<file path="src/rtl/instruction_fetch_unit.sv">
// Instruction fetch stage: owns the PC, issues instruction-memory reads and drives the
// IF/ID register. Handles stalls, EX redirects and memory wait states.
module instruction_fetch_unit #(
    parameter logic [31:0] RESET_PC     = 32'h0000_0000,
    parameter logic [31:0] BUBBLE_INSTR = 32'h0000_0000
) (
    input  logic        i_clk,
    input  logic        i_reset,
    input  logic        i_stall,
    input  logic        i_branch_taken,
    input  logic [31:0] i_branch_target,
    output logic        o_imem_read,
    output logic [31:0] o_imem_addr,
    input  logic [31:0] i_imem_readdata,
    input  logic        i_imem_busy,
    output logic [31:0] o_pc_id,
    output logic [31:0] o_pc_plus4_id,
    output logic [31:0] o_instruction_id,
    output logic        o_valid_id
);

    typedef enum logic {StFetch, StDiscard} state_t;

    state_t      r_state;
    logic [31:0] r_pc;
    logic [31:0] r_redirect_pc;
    logic        r_fetch_en;
    logic [31:0] r_pc_id;
    logic [31:0] r_pc_plus4_id;
    logic [31:0] r_instruction_id;
    logic        r_valid_id;

    logic [31:0] w_target;
    logic [31:0] w_pc_plus4;

    assign w_target   = i_branch_target & ~32'd3;
    assign w_pc_plus4 = r_pc + 32'd4;

    always_ff @(posedge i_clk or posedge i_reset) begin
        if (i_reset) begin
            r_state          <= StFetch;
            r_pc             <= RESET_PC;
            r_redirect_pc    <= 32'd0;
            r_fetch_en       <= 1'b0;
            r_pc_id          <= 32'd0;
            r_pc_plus4_id    <= 32'd0;
            r_instruction_id <= BUBBLE_INSTR;
            r_valid_id       <= 1'b0;
        end else begin
            r_fetch_en <= 1'b1;
            unique case (r_state)
                StFetch: begin
                    if (i_branch_taken) begin
                        r_instruction_id <= BUBBLE_INSTR;
                        r_valid_id       <= 1'b0;
                        if (!i_imem_busy) begin
                            r_pc <= w_target;
                        end else begin
                            // The busy fetch cannot be aborted; park the target until it retires.
                            r_redirect_pc <= w_target;
                            r_state       <= StDiscard;
                        end
                    end else if (!r_fetch_en || i_stall) begin
                        r_pc <= r_pc;
                    end else if (i_imem_busy) begin
                        r_instruction_id <= BUBBLE_INSTR;
                        r_valid_id       <= 1'b0;
                    end else begin
                        r_pc_id          <= r_pc;
                        r_pc_plus4_id    <= w_pc_plus4;
                        r_instruction_id <= i_imem_readdata;
                        r_valid_id       <= 1'b1;
                        r_pc             <= w_pc_plus4;
                    end
                end
                StDiscard: begin
                    r_instruction_id <= BUBBLE_INSTR;
                    r_valid_id       <= 1'b0;
                    if (i_branch_taken) begin
                        r_redirect_pc <= w_target;
                    end
                    if (!i_imem_busy) begin
                        r_pc    <= i_branch_taken ? w_target : r_redirect_pc;
                        r_state <= StFetch;
                    end
                end
                default: r_state <= StFetch;
            endcase
        end
    end

    assign o_imem_read      = r_fetch_en;
    assign o_imem_addr      = r_pc;
    assign o_pc_id          = r_pc_id;
    assign o_pc_plus4_id    = r_pc_plus4_id;
    assign o_instruction_id = r_instruction_id;
    assign o_valid_id       = r_valid_id;

endmodule

</file>
<file path="config.mk">
export PLATFORM = sky130hd
export DESIGN_NAME = instruction_fetch_unit
export DESIGN_NICKNAME = d
export VERILOG_FILES = /design/src/rtl/instruction_fetch_unit.sv
export SDC_FILE = /design/constraint.sdc
export NUM_CORES = 1
export LEC_CHECK = 0
export BUFFER_PORTS_ARGS = -buffer_cell sky130_fd_sc_hd__buf_2
export CORE_MARGIN = 8
export CORE_UTILIZATION = 55
export CTS_CLUSTER_SIZE = 8
export DETAILED_ROUTE_END_ITERATION = 10
export GPL_TIMING_DRIVEN = 0
export HOLD_SLACK_MARGIN = 0.15
export PLACE_DENSITY = 0.85
export SYNTH_ARGS = -nofsm -noshare
export SYNTH_HDL_FRONTEND = slang
export SYNTH_SLANG_ARGS = --single-unit
</file>
<file path="constraint.sdc">
create_clock -name i_clk -period 13.49 [get_ports i_clk]
set_input_delay 2.0235 -clock i_clk [delete_from_list [all_inputs] [get_ports i_clk]]
set_output_delay 2.0235 -clock i_clk [all_outputs]
set_load 0.1 [all_outputs]
</file>
==> reports/results.ini <==
[detailed_routing]
post-route-drc-count=0
wire_per_inst_um=21.2
dr.pass1.iters=6
ant_nets=0
drt_iter0_drc=902
drt-total-wl_um=23200
vias_per_cell=6.08
via_count=6640

[floorplanning]
ioPinCount=199
fp.dieW_um=130
die_area_um2=16900
die_y_um=130
core_area_um2=12700
initial_core_util=0.565
num_rows=41

[yosys]
synth_nets=764
synth_most_common_cell=dfrtp_1
ys_ff_latch=161
synth_edf_count=0
ys_dominant_reg_cell=dfrtp_1
yosys.area.top_type_share=0.563
synth-seq-area-share=0.563
synth_cell_types=51
synthTopCellsByCount=dfrtp_1, nand2_1, o21ai_0
synth_area_leader_cell=dfrtp_1
syn_avg_cell_area_um2=10.3
synthMuxAreaShare=0.0486
synth_xor_area_frac=0.0294
synth_area_leaders=dfrtp_1, nand2_1, mux2_2
yosys.area_share.simple=0.149
synthesis.area_um2=7160
synthArstFlopShare=1.00
syn_inst=694
synth_top_family_by_area=compound AO/OA/AOI/OAI gates
synth-adder-area-share=0.00175
synth_compound_gate_area_share=0.171
ys_warn_count=0

[grt]
grt_first_pass_wirelength_um=35100
grt_max_degree=117
antenna_found_initial=1
grt_usage=0.273
grt_remaining_overflow=0
grt_pass1_vias=6446

[sta]
period_needed_ns=3.94
finalMaxSlewViolations=0
rsz0062_at_grt=false
worst_slack_ns=9.55
slew-limit-headroom=0.416
worst_slew_pin_slew_ns=0.869
timing.fmax_mhz=254
finClkSkew_ns=0.00897
setup_viol=0
final_hold_viol_count=0
hold_slack_ns=0.468
min_period_over_period=0.292
fin_setup_tns_ns=0

[clock_network]
cts.sinks=161
numCtsBuffers=17
ctsResizeCount=0
clockRootBuffer=clkbuf_16
cts_setup_buffers=0
htree_levels=4
clock_latency_ns=0.43
cts_tree=yes
hold_buffers=0
path_clk_slew_ns=0.06
cts_max_path_buffers=2

[power]
power_frac_comb=0.412
peakVddDrop_v=0.000104
sw_frac_of_total=0.483
clkPwrFrac=0.250
p_seq_frac=0.338
powerDensity_nw_per_um2=208
internal_power_uw=966
power.leakage_uw=0.00443
power_switching_uw=901

[critical_path]
cp_max_fo=10
critPathArrivalTime_ns=4.27
crit_required_ns=13.82
crit_type=input port to register
cp-start-kind=input port
crit_path_end_kind=register

[cells_and_area]
multiInputGateArea_um2=2860
final-seq-area_um2=4030
syn_to_final_growth_pct=25.1
fillerInstances=990
final_cells=1093
drive_gt1_frac=0.292
fin_nets=981

[place]
dpl.hpwl_um=16200
place_ws_ns=9.31
port_buffers=196
gp_congestion=0.936
dp_cells=1064

[run_status]
status=finished, final reports clean

[flow_run]
max_cap_viol_count=0

[worst_hold_path]
hold_class=register to register

==> layout by cell type, fill, tap and decap left out, types with 3 or more instances in the layout <==
cell type,count
o21ai_0,67
nor2_1,22
buf_4,6
nand4_1,9
a311o_1,3
dfrtp_1,161
o311ai_0,4
and2_1,9
o2bb2ai_1,8
nor3_1,18
buf_2,199
a211o_1,4
a21o_1,3
o22ai_1,3
xor2_1,8
a222oi_1,5
clkinv_2,3
clkbuf_1,47
nand3_1,12
a22o_1,36
a21oi_1,18
or3_1,3
nor4_1,3
nand2_1,135
mux2_2,30
a22oi_1,8
and4_1,3
buf_1,3
a221o_1,4
a211oi_1,5
inv_1,7
clkbuf_16,17
xnor2_1,16
o31a_1,4
clkbuf_8,3
and3_1,8
==> worst max-delay path, cell delays in order <==
cell      delay [ns]
buf_2           0.11
clkbuf_1        0.20
nor2_1          0.33
a21o_1          0.28
clkbuf_1        0.42
clkbuf_1        0.50
a21oi_1         0.14
o22ai_1         0.26
==> per-layer routing <==
| metal | GRT usage | up-vias | wire, um |
|---|---|---|---|
| li1 | - | 2898 | - |
| met1 | 0.339 | 3249 | 8850 |
| met2 | 0.430 | 418 | 11100 |
| met3 | 0.0840 | 75 | 2410 |
| met4 | 0.128 | 0 | 864 |
| met5 | 0 | - | 0 |
==> state kept, by name, indices dropped and copies added, names as in the netlist <==
name / count
r_state: 1
o_valid_id: 1
o_pc_plus4_id: 30
o_imem_read: 1
o_instruction_id: 32
r_redirect_pc: 32
o_imem_addr: 32
o_pc_id: 32
==> power by group through the flow <==
stage | Clock (uW) | Combinational, uW | Sequential (uW)
after CTS | 470 | 768 | 628
after global placement | 0 | 755 | 630
final | 467 | 768 | 632
after global routing | 490 | 793 | 639
after floorplan | 0 | 129 | 1120
after detailed placement | 0 | 763 | 635
==> path summary, 6_finish.rpt <==
path	from	end	slack (ns)	depth (start not counted)
worst max-delay path	i_branch_taken	o_imem_addr[6]	9.55	8
worst min-delay path	o_pc_id[14]	o_pc_id[14]	0.47	2
worst max register to register	o_imem_addr[2]	o_imem_addr[30]	10.94	7
worst min register to register	o_pc_id[14]	o_pc_id[14]	0.47	2
max in group asynchronous	i_reset	r_redirect_pc[20]	11.05	3
min in group asynchronous	i_reset	o_instruction_id[11]	1.58	2
==> through the flow <==
step | total power [uW] | util | area (um^2)
6_report | 1870 | 0.707 | 8960
5_1_grt | 1920 | 0.707 | 8960
4_1_cts | 1870 | 0.707 | 8960
3_5_place_dp | 1400 | 0.663 | 8400
3_3_place_gp | 1390 | 0.659 | 8360
2_1_floorplan | 1250 | - | 7160
==> kinds of logic (layout without fill, tap and decap cells) <==
kind of cell	after synthesis	in the layout
buffers and inverters	65	291
AOI/OAI and AO/OA	178	178
DFF	161	161
xor gates and xnor gates	24	24
adders and majority gates	1	1
other	1	2
muxes	31	31
and+or+nand+nor	233	233
==> area by class of cell <==
type,instances,share of cell area
clock inverters,6,0.00936
well taps,172,0.0240
multi-input cells,468,0.320
clock buffers,22,0.0529
repair buffers,198,0.113
plain buffers,57,0.0265
flip-flops and latches,161,0.450
diodes,1,0.000279
inverters,8,0.00419
(Power assumes the default switching activity.)
